--- src/rtl/tm1638_frame_encoder_if.sv ---
// Byte-stream link from the frame encoder to the TM1638 serial driver.
// byte_last marks the final byte of one STB group.
interface tm1638_frame_encoder_if;
  logic [7:0] byte_data;
  logic       byte_valid;
  logic       byte_ready;
  logic       byte_last;

  modport master (output byte_data, output byte_valid, output byte_last, input byte_ready);
  modport slave  (input byte_data, input byte_valid, input byte_last, output byte_ready);
endinterface

--- src/rtl/tm1638_frame_encoder.sv ---
// Snapshots digits/dp/LEDs/brightness on update and streams one 19-byte TM1638 refresh frame:
// data cmd, address cmd, 8 x (segment, LED) pairs, display-control cmd.
module tm1638_frame_encoder #(
  parameter int DIGITS   = 8,
  parameter int HEX_MODE = 0,
  parameter int BLANK_LZ = 1
) (
  input  logic                  clk,
  input  logic                  rst_n,
  input  logic                  update,
  input  logic [4*DIGITS-1:0]   digits_in,
  input  logic [DIGITS-1:0]     dp_in,
  input  logic [DIGITS-1:0]     leds_in,
  input  logic [2:0]            bright,
  input  logic                  disp_on,
  output logic                  busy,
  tm1638_frame_encoder_if.master bus
);

  localparam logic [2:0] IDLE     = 3'd0;
  localparam logic [2:0] CMD_DATA = 3'd1;
  localparam logic [2:0] CMD_ADDR = 3'd2;
  localparam logic [2:0] SEG      = 3'd3;
  localparam logic [2:0] LED      = 3'd4;
  localparam logic [2:0] CMD_DISP = 3'd5;

  logic [2:0]          state;
  logic [2:0]          pos;
  logic [2:0]          pos_nx;
  logic                pending;
  logic                xfer;
  logic                take;
  logic [4*DIGITS-1:0] digits_s;
  logic [DIGITS-1:0]   dp_s;
  logic [DIGITS-1:0]   leds_s;
  logic [2:0]          bright_s;
  logic                disp_on_s;
  logic [3:0]          nib [8];
  logic [7:0]          dps;
  logic [7:0]          leds8;
  logic [7:0]          seg_byte [8];
  logic [7:0]          ctrl_byte;
  logic                lead;

  function automatic logic [7:0] seg_of(input logic [3:0] n, input logic dp);
    logic [7:0] s;
    case (n)
      4'd0: s = 8'hFC;
      4'd1: s = 8'h60;
      4'd2: s = 8'hDA;
      4'd3: s = 8'hF2;
      4'd4: s = 8'h66;
      4'd5: s = 8'hB6;
      4'd6: s = 8'hBE;
      4'd7: s = 8'hE0;
      4'd8: s = 8'hFE;
      4'd9: s = 8'hF6;
      4'hA: s = (HEX_MODE != 0) ? 8'hEE : 8'h01;
      4'hB: s = (HEX_MODE != 0) ? 8'h3E : 8'h01;
      4'hC: s = (HEX_MODE != 0) ? 8'h9C : 8'h01;
      4'hD: s = (HEX_MODE != 0) ? 8'h7A : 8'h01;
      4'hE: s = (HEX_MODE != 0) ? 8'h9E : 8'h01;
      default: s = (HEX_MODE != 0) ? 8'h8E : 8'h01;
    endcase
    return s | {7'b0, dp};
  endfunction

  // Positions beyond DIGITS read as blank zeros so the frame is always 8 pairs long.
  for (genvar gi = 0; gi < 8; gi++) begin : g_pos
    if (gi < DIGITS) begin : g_act
      assign nib[gi]   = digits_s[4*gi +: 4];
      assign dps[gi]   = dp_s[gi];
      assign leds8[gi] = leds_s[gi];
    end else begin : g_pad
      assign nib[gi]   = 4'h0;
      assign dps[gi]   = 1'b0;
      assign leds8[gi] = 1'b0;
    end
  end

  // lead stays true only while every digit so far is a plain zero without dp.
  always_comb begin
    lead = (BLANK_LZ != 0);
    for (int i = 0; i < 8; i++) begin
      lead = lead && (nib[i] == 4'h0) && !dps[i] && (i != DIGITS - 1);
      seg_byte[i] = ((i >= DIGITS) || lead) ? 8'h00 : seg_of(nib[i], dps[i]);
    end
  end

  assign ctrl_byte = disp_on_s ? {5'b10001, bright_s} : 8'h80;
  assign xfer      = bus.byte_valid && bus.byte_ready;
  assign pos_nx    = pos + 3'd1;
  assign take      = ((state == IDLE) && update) ||
                     ((state == CMD_DISP) && xfer && (pending || update));

  always_ff @(posedge clk) begin
    if (!rst_n) begin
      digits_s  <= '0;
      dp_s      <= '0;
      leds_s    <= '0;
      bright_s  <= 3'd0;
      disp_on_s <= 1'b0;
    end else if (take) begin
      digits_s  <= digits_in;
      dp_s      <= dp_in;
      leds_s    <= leds_in;
      bright_s  <= bright;
      disp_on_s <= disp_on;
    end
  end

  always_ff @(posedge clk) begin
    if (!rst_n) begin
      state          <= IDLE;
      pos            <= 3'd0;
      pending        <= 1'b0;
      busy           <= 1'b0;
      bus.byte_valid <= 1'b0;
      bus.byte_data  <= 8'h00;
      bus.byte_last  <= 1'b0;
    end else begin
      if (take)
        pending <= 1'b0;
      else if (update && (state != IDLE))
        pending <= 1'b1;

      case (state)
        IDLE: if (update) begin
          state          <= CMD_DATA;
          busy           <= 1'b1;
          bus.byte_valid <= 1'b1;
          bus.byte_data  <= 8'h40;
          bus.byte_last  <= 1'b1;
        end
        CMD_DATA: if (xfer) begin
          state         <= CMD_ADDR;
          bus.byte_data <= 8'hC0;
          bus.byte_last <= 1'b0;
        end
        CMD_ADDR: if (xfer) begin
          state         <= SEG;
          bus.byte_data <= seg_byte[pos];
          bus.byte_last <= 1'b0;
        end
        SEG: if (xfer) begin
          state         <= LED;
          bus.byte_data <= {7'b0, leds8[pos]};
          bus.byte_last <= (pos == 3'd7);
        end
        LED: if (xfer) begin
          pos <= pos_nx;
          if (pos == 3'd7) begin
            state         <= CMD_DISP;
            bus.byte_data <= ctrl_byte;
            bus.byte_last <= 1'b1;
          end else begin
            state         <= SEG;
            bus.byte_data <= seg_byte[pos_nx];
            bus.byte_last <= 1'b0;
          end
        end
        CMD_DISP: if (xfer) begin
          // A queued request restarts immediately, so busy never drops between frames.
          if (pending || update) begin
            state         <= CMD_DATA;
            bus.byte_data <= 8'h40;
            bus.byte_last <= 1'b1;
          end else begin
            state          <= IDLE;
            busy           <= 1'b0;
            bus.byte_valid <= 1'b0;
            bus.byte_data  <= 8'h00;
            bus.byte_last  <= 1'b0;
          end
        end
        default: state <= IDLE;
      endcase
    end
  end

endmodule

--- src/flat_wrapper.sv ---
// flat-port wrapper written by rule: the top's interface ports become plain ports
module tm1638_frame_encoder_flat 
#(
  parameter int DIGITS   = 8,
  parameter int HEX_MODE = 0,
  parameter int BLANK_LZ = 1
)
  (clk, rst_n, update, digits_in, dp_in, leds_in, bright, disp_on, busy, bus_byte_data, bus_byte_valid, bus_byte_last, bus_byte_ready);
  tm1638_frame_encoder_if bus_i ();
  input  logic clk;
  input  logic rst_n;
  input  logic update;
  input  logic [4*DIGITS-1:0] digits_in;
  input  logic [DIGITS-1:0] dp_in;
  input  logic [DIGITS-1:0] leds_in;
  input  logic [2:0] bright;
  input  logic disp_on;
  output logic busy;
  output wire logic [$bits(bus_i.byte_data)-1:0] bus_byte_data;
  output wire logic [$bits(bus_i.byte_valid)-1:0] bus_byte_valid;
  output wire logic [$bits(bus_i.byte_last)-1:0] bus_byte_last;
  input wire logic [$bits(bus_i.byte_ready)-1:0] bus_byte_ready;
  assign bus_byte_data = bus_i.byte_data;
  assign bus_byte_valid = bus_i.byte_valid;
  assign bus_byte_last = bus_i.byte_last;
  assign bus_i.byte_ready = bus_byte_ready;
  tm1638_frame_encoder #(.DIGITS(DIGITS), .HEX_MODE(HEX_MODE), .BLANK_LZ(BLANK_LZ)) u_core (.clk(clk), .rst_n(rst_n), .update(update), .digits_in(digits_in), .dp_in(dp_in), .leds_in(leds_in), .bright(bright), .disp_on(disp_on), .busy(busy), .bus(bus_i));
endmodule
--- config.mk ---
export PLATFORM = sky130hd
export DESIGN_NAME = tm1638_frame_encoder_flat
export DESIGN_NICKNAME = d
export VERILOG_FILES = /design/src/rtl/tm1638_frame_encoder_if.sv /design/src/rtl/tm1638_frame_encoder.sv /design/src/flat_wrapper.sv
export SDC_FILE = /design/constraint.sdc
export NUM_CORES = 1
export LEC_CHECK = 0
export ABC_AREA = 1
export BUFFER_PORTS_ARGS = -buffer_cell sky130_fd_sc_hd__buf_2
export CELL_PAD_IN_SITES_DETAIL_PLACEMENT = 0
export CELL_PAD_IN_SITES_GLOBAL_PLACEMENT = 1
export CORE_MARGIN = 2
export CORE_UTILIZATION = 47
export DETAILED_ROUTE_END_ITERATION = 8
export PLACE_DENSITY_LB_ADDON = 0.1
export SLEW_MARGIN = 40
export SYNTH_ARGS = -nofsm -noshare
export SYNTH_HDL_FRONTEND = slang
export SYNTH_SLANG_ARGS = --single-unit
--- constraint.sdc ---
create_clock -name clk -period 3.8 [get_ports clk]
set_input_delay 0 -clock clk [delete_from_list [all_inputs] [get_ports clk]]
set_output_delay 0 -clock clk [all_outputs]
set_load 0.01 [all_outputs]
# Yosys cells after proc, flatten, opt, wreduce, memory -nomap -nowiden
# Memories as Yosys holds them, arrays and structs flattened. A register that Yosys moved wholly into a read port is not among the register bits.
# Cells that the tools add are included.
# classes
n_addsub	1
magnitude_cmp	3
n_reduce_logical	46
n_mux	61
n_bitwise	11
eq_ne	14
# ops
op	n
8-bit two-way mux	18
4-bit two-way mux	17
8-bit by 1-bit bitwise OR with 8-bit output	8
8-bit binary-select mux with 3-bit select	2
8-bit case mux with 6 select lines	1
4-bit logical NOT	7
3-bit two-way mux	7
1-bit logical AND	18
3-bit case mux with 6 select lines	1
2-bit by 1-bit inequality test with 1-bit output, second input constant	6
6-bit AND reduction	2
1-bit two-way mux	11
3-bit == test, second input constant	3
4-bit greater-or-equal comparator, second input constant	2
3-bit NOT with 4-bit output	2
1-bit logical NOT	7
7-bit two-way mux	1
7-bit AND reduction	1
3-bit by 2-bit == test with 1-bit output, second input constant	2
6-bit nonzero test	1
1-bit case mux with 5 select lines	1
5-bit nonzero test	1
3-bit by 4-bit < comparator with 1-bit output, second input constant	1
2-bit inequality test, second input constant	2
12 further kinds	14
# word_totals
register_bits	69
mem_count	8
rom_bits	1024
# memory_table
memory	depth	word_bits	rd	rd_clocked_by_memory_dff	write_ports	line_no	rtl
(no name shown)	16	8	1	1	0	tm1638_frame_encoder.sv:47	case (n)
(no name shown)	16	8	1	1	0	tm1638_frame_encoder.sv:47	
(no name shown)	16	8	1	1	0	tm1638_frame_encoder.sv:47	
(no name shown)	16	8	1	1	0	tm1638_frame_encoder.sv:47	
(no name shown)	16	8	1	1	0	tm1638_frame_encoder.sv:47	
(no name shown)	16	8	1	1	0	tm1638_frame_encoder.sv:47	
+2 memories	-	-	-	-	-	-	

# Logic depth before layout (Yosys ltp)
# logic_depth
word_depth	21
ltp_mapped	16
mapped_depth_nobuf	16

# Least setup slack after synthesis
# No wires, ideal clock.
# synth_path
path_type	flip-flop to flip-flop
start	register u_core.state[1]
end	register (tool-made name)
arrival_ps	2052
period_less_slack_ps	2175
setup_slack_ps	1625
stages_incl_launch_ff	16
path_buffers	3
cell_sequence	dfxtp_1 > nor2_2 > inv_2 > nor2_2 > nand2_1 > nand2_2 > inv_2 > buf_6 > buf_6 > buf_6 > nor2_1 > nor3_1 > inv_1 > ha_1 > nand2_1 > a31oi_1
# synth_rtl
element	line_no	rtl
from (decl)	tm1638_frame_encoder.sv:27	logic [2:0] state;
from (signal assigned)	tm1638_frame_encoder.sv:114	state <= IDLE;
from (signal assigned)	tm1638_frame_encoder.sv:129	state <= CMD_DATA;
from (signal assigned)	tm1638_frame_encoder.sv:136	state <= CMD_ADDR;

==> metrics.txt <==
Req. time, crit path=roughly 4200 ps; setup violators final=0; crit path max fanout=36; Post-CTS Setup Bufs=0; dpl hpwl=13630 µm; first-pass GRT wire length=31660 µm; number of antenna violations at the first check in global routing=0; post-route clock period utilization=71.58%; EDFF count, synth=0; Pins Over Slew Limit=0; number of DRC markers in iteration 0=539; ys async rst share=0%; Syn-to-layout area delta=20.45%; Mapped Cells=roughly 1000; ANT nets after route=0; IO Count=67; RSZ-0062 raised after global routing=false; Port Buf Inserts=66; crit path kind=flop to flop; Chip Width=130.5 µm; post-CTS sizing=0; HP Class=primary input to flop; Netlist cell types=37; largest net degree at the start of global routing=71; DR vias/cell=5.075; Worst-Margin Slew=845.2 ps; clk_skew=8.729 ps; drc violations=0; number of hold violations in the final report=0; syn avg cell area=7.292 µm²; worst slack, placed=1089 ps; total number of vias=~7000; nets=1238; initial core utilization=between 40% and 50%; vias in the first global route=6361; GP Congestion=0.8321; power density over the cells=about 760 nW/µm²; ys flop type=dfxtp_1; Critical Path Start Type=flop; grt total ovfl=0; leak pwr=3.974 nW; Die Y=130.5 µm; post-synthesis net count=approximately 1100; IR drop worst, VDD=469.7 µV; FF+latch count, synth=133; H-tree levels=4; DIE AREA=about 17000 µm²; Tmin final=2720 ps; Rel. slew slack=43.59%; GRT Resource Usage Total=23.84%; Root Driver=clkbuf_16; Core Area=15770 µm²; FMAX=367.6 MHz; row cnt=46; ANT cells=0; hold buffers post-CTS=53; CP Capture Type=flop; final WL=between 15000 and 20000 µm; Clock Latency Late Sink=between 400 and 500 ps; TritonCTS Buffers=17; share of post-route cells with drive strength above 1=17.29%; clock slew seen by the registers of the worst setup and hold paths=60 ps; clk sink count=133; Max-Cap Viols=0; CTS tree=done; Yosys Warn Count=0; DR pass1 iterations=5; critical path arrival=around 3100 ps; Seq/Total Area, Yosys=35.41%; Multi-input gate area=4262 µm²; deepest clock path buffer count=2; storage element area=2664 µm²; fin worst setup slack=1080 ps; status=complete, no violations; fillers=roughly 1500; DR WL/cell=14.53 µm; setup TNS=0 ps; Mapped Area=7518 µm²
cell usage in the layout, fill, tap and decap left out, types with 3 or more instances in the layout:
master         count
a211oi_1           3
a21oi_1           78
a21oi_4            8
a31oi_1           17
buf_2             66
buf_4             10
clkbuf_1           4
clkbuf_16         17
clkinv_2           7
dfxtp_1          132
dlygate4sd3_1     53
ha_1              50
inv_1             69
inv_2             20
nand2_1          182
nand3_1           46
nand3_2            4
nand4_1            4
nor2_1           161
nor2_2            13
nor2_4             3
nor3_1            25
nor3_2            24
nor3_4             7
o211ai_1          26
o21a_1             8
o21ai_0           68
o21ai_1            7
o22ai_1            6
or2_1              4
or2_2              7
metrics by stage:
stage	hold WS (ps)	instances	utilization (%)	total power [mW]	cell area (µm²)
2_1_floorplan	134.9	1031	-	4.546	7518
3_3_place_gp	225.7	1276	50.57	5.304	7975
3_5_place_dp	228.7	1276	50.57	5.301	7975
4_1_cts	18.84	1361	57.43	6.949	9056
5_1_grt	100.1	1361	57.43	7.490	9056
6_report	30.69	1361	57.43	6.916	9056
report_power, final:
part	internal [mW]	switching, mW
combinational	1.11	2.09
sequential	1.90	0.248
clock	0.955	0.608
total	3.97	2.95
area by class of cell:
cell class | instances | area share (%)
timing repair buffer | 131 | 10.78
clock buffer | 21 | 4.863
tap | 216 | 2.984
multi-input combinational | 760 | 47.06
sequential | 133 | 29.41
clock inverter | 11 | 1.216
inverter | 89 | 3.689
Yosys cell counts, types with 24 or more instances:
master,n,area [µm²]
dfxtp_1,133,2663
nand2_1,182,683.2
nor3_2,24,240.2
a21oi_1,78,390.4
o21ai_0,68,340.3
nor2_1,161,604.3
nand3_1,46,230.2
nor3_1,25,125.1
inv_1,70,262.8
o211ai_1,26,195.2
ha_1,50,625.6
per-layer routing:
metal | share of wire, % | track usage [%] | up-vias
met4 | 1.9 | 7.760 | 0
li1 | - | - | 3611
met3 | 3.6 | 4.520 | 25
met5 | 0 | 0 | -
met1 | 51 | 34.17 | 3122
met2 | 43 | 36.21 | 149
worst paths after layout:
path,start,to,cells past startpoint,slack (ps)
min,bus_byte_ready,u_core.bus.byte_valid,4,30
min reg2reg,u_core.bus.byte_data[5],u_core.bus.byte_data[5],2,460
max,u_core.state[1],flop,15,1080
max reg2reg,u_core.state[1],flop,15,1080
worst max-delay path, stage by stage (launching register included):
cell     delay, ps
dfxtp_1        430
inv_2           70
nand3_2         80
nor2_2          50
nand2_1         70
nand2_2         80
inv_2          340
buf_12         260
nor2_1          90
nor3_2         260
inv_1          180
ha_1           210
or2_2          300
o21ai_0         80
nor2_1          50
nor2_1          80
cells by family (layout without fill, tap and decap cells):
logic type / after synthesis / after routing / synth area share, %
buffers and inverters: 138 / 252 / 7.905
AND/OR/NAND/NOR: 485 / 485 / 30.37
AO/OA/AOI/OAI: 225 / 225 / 17.99
adder cells (fa/ha/maj): 50 / 50 / 8.321
flip-flops: 133 / 133 / 35.41
(Power assumes the default switching activity.)
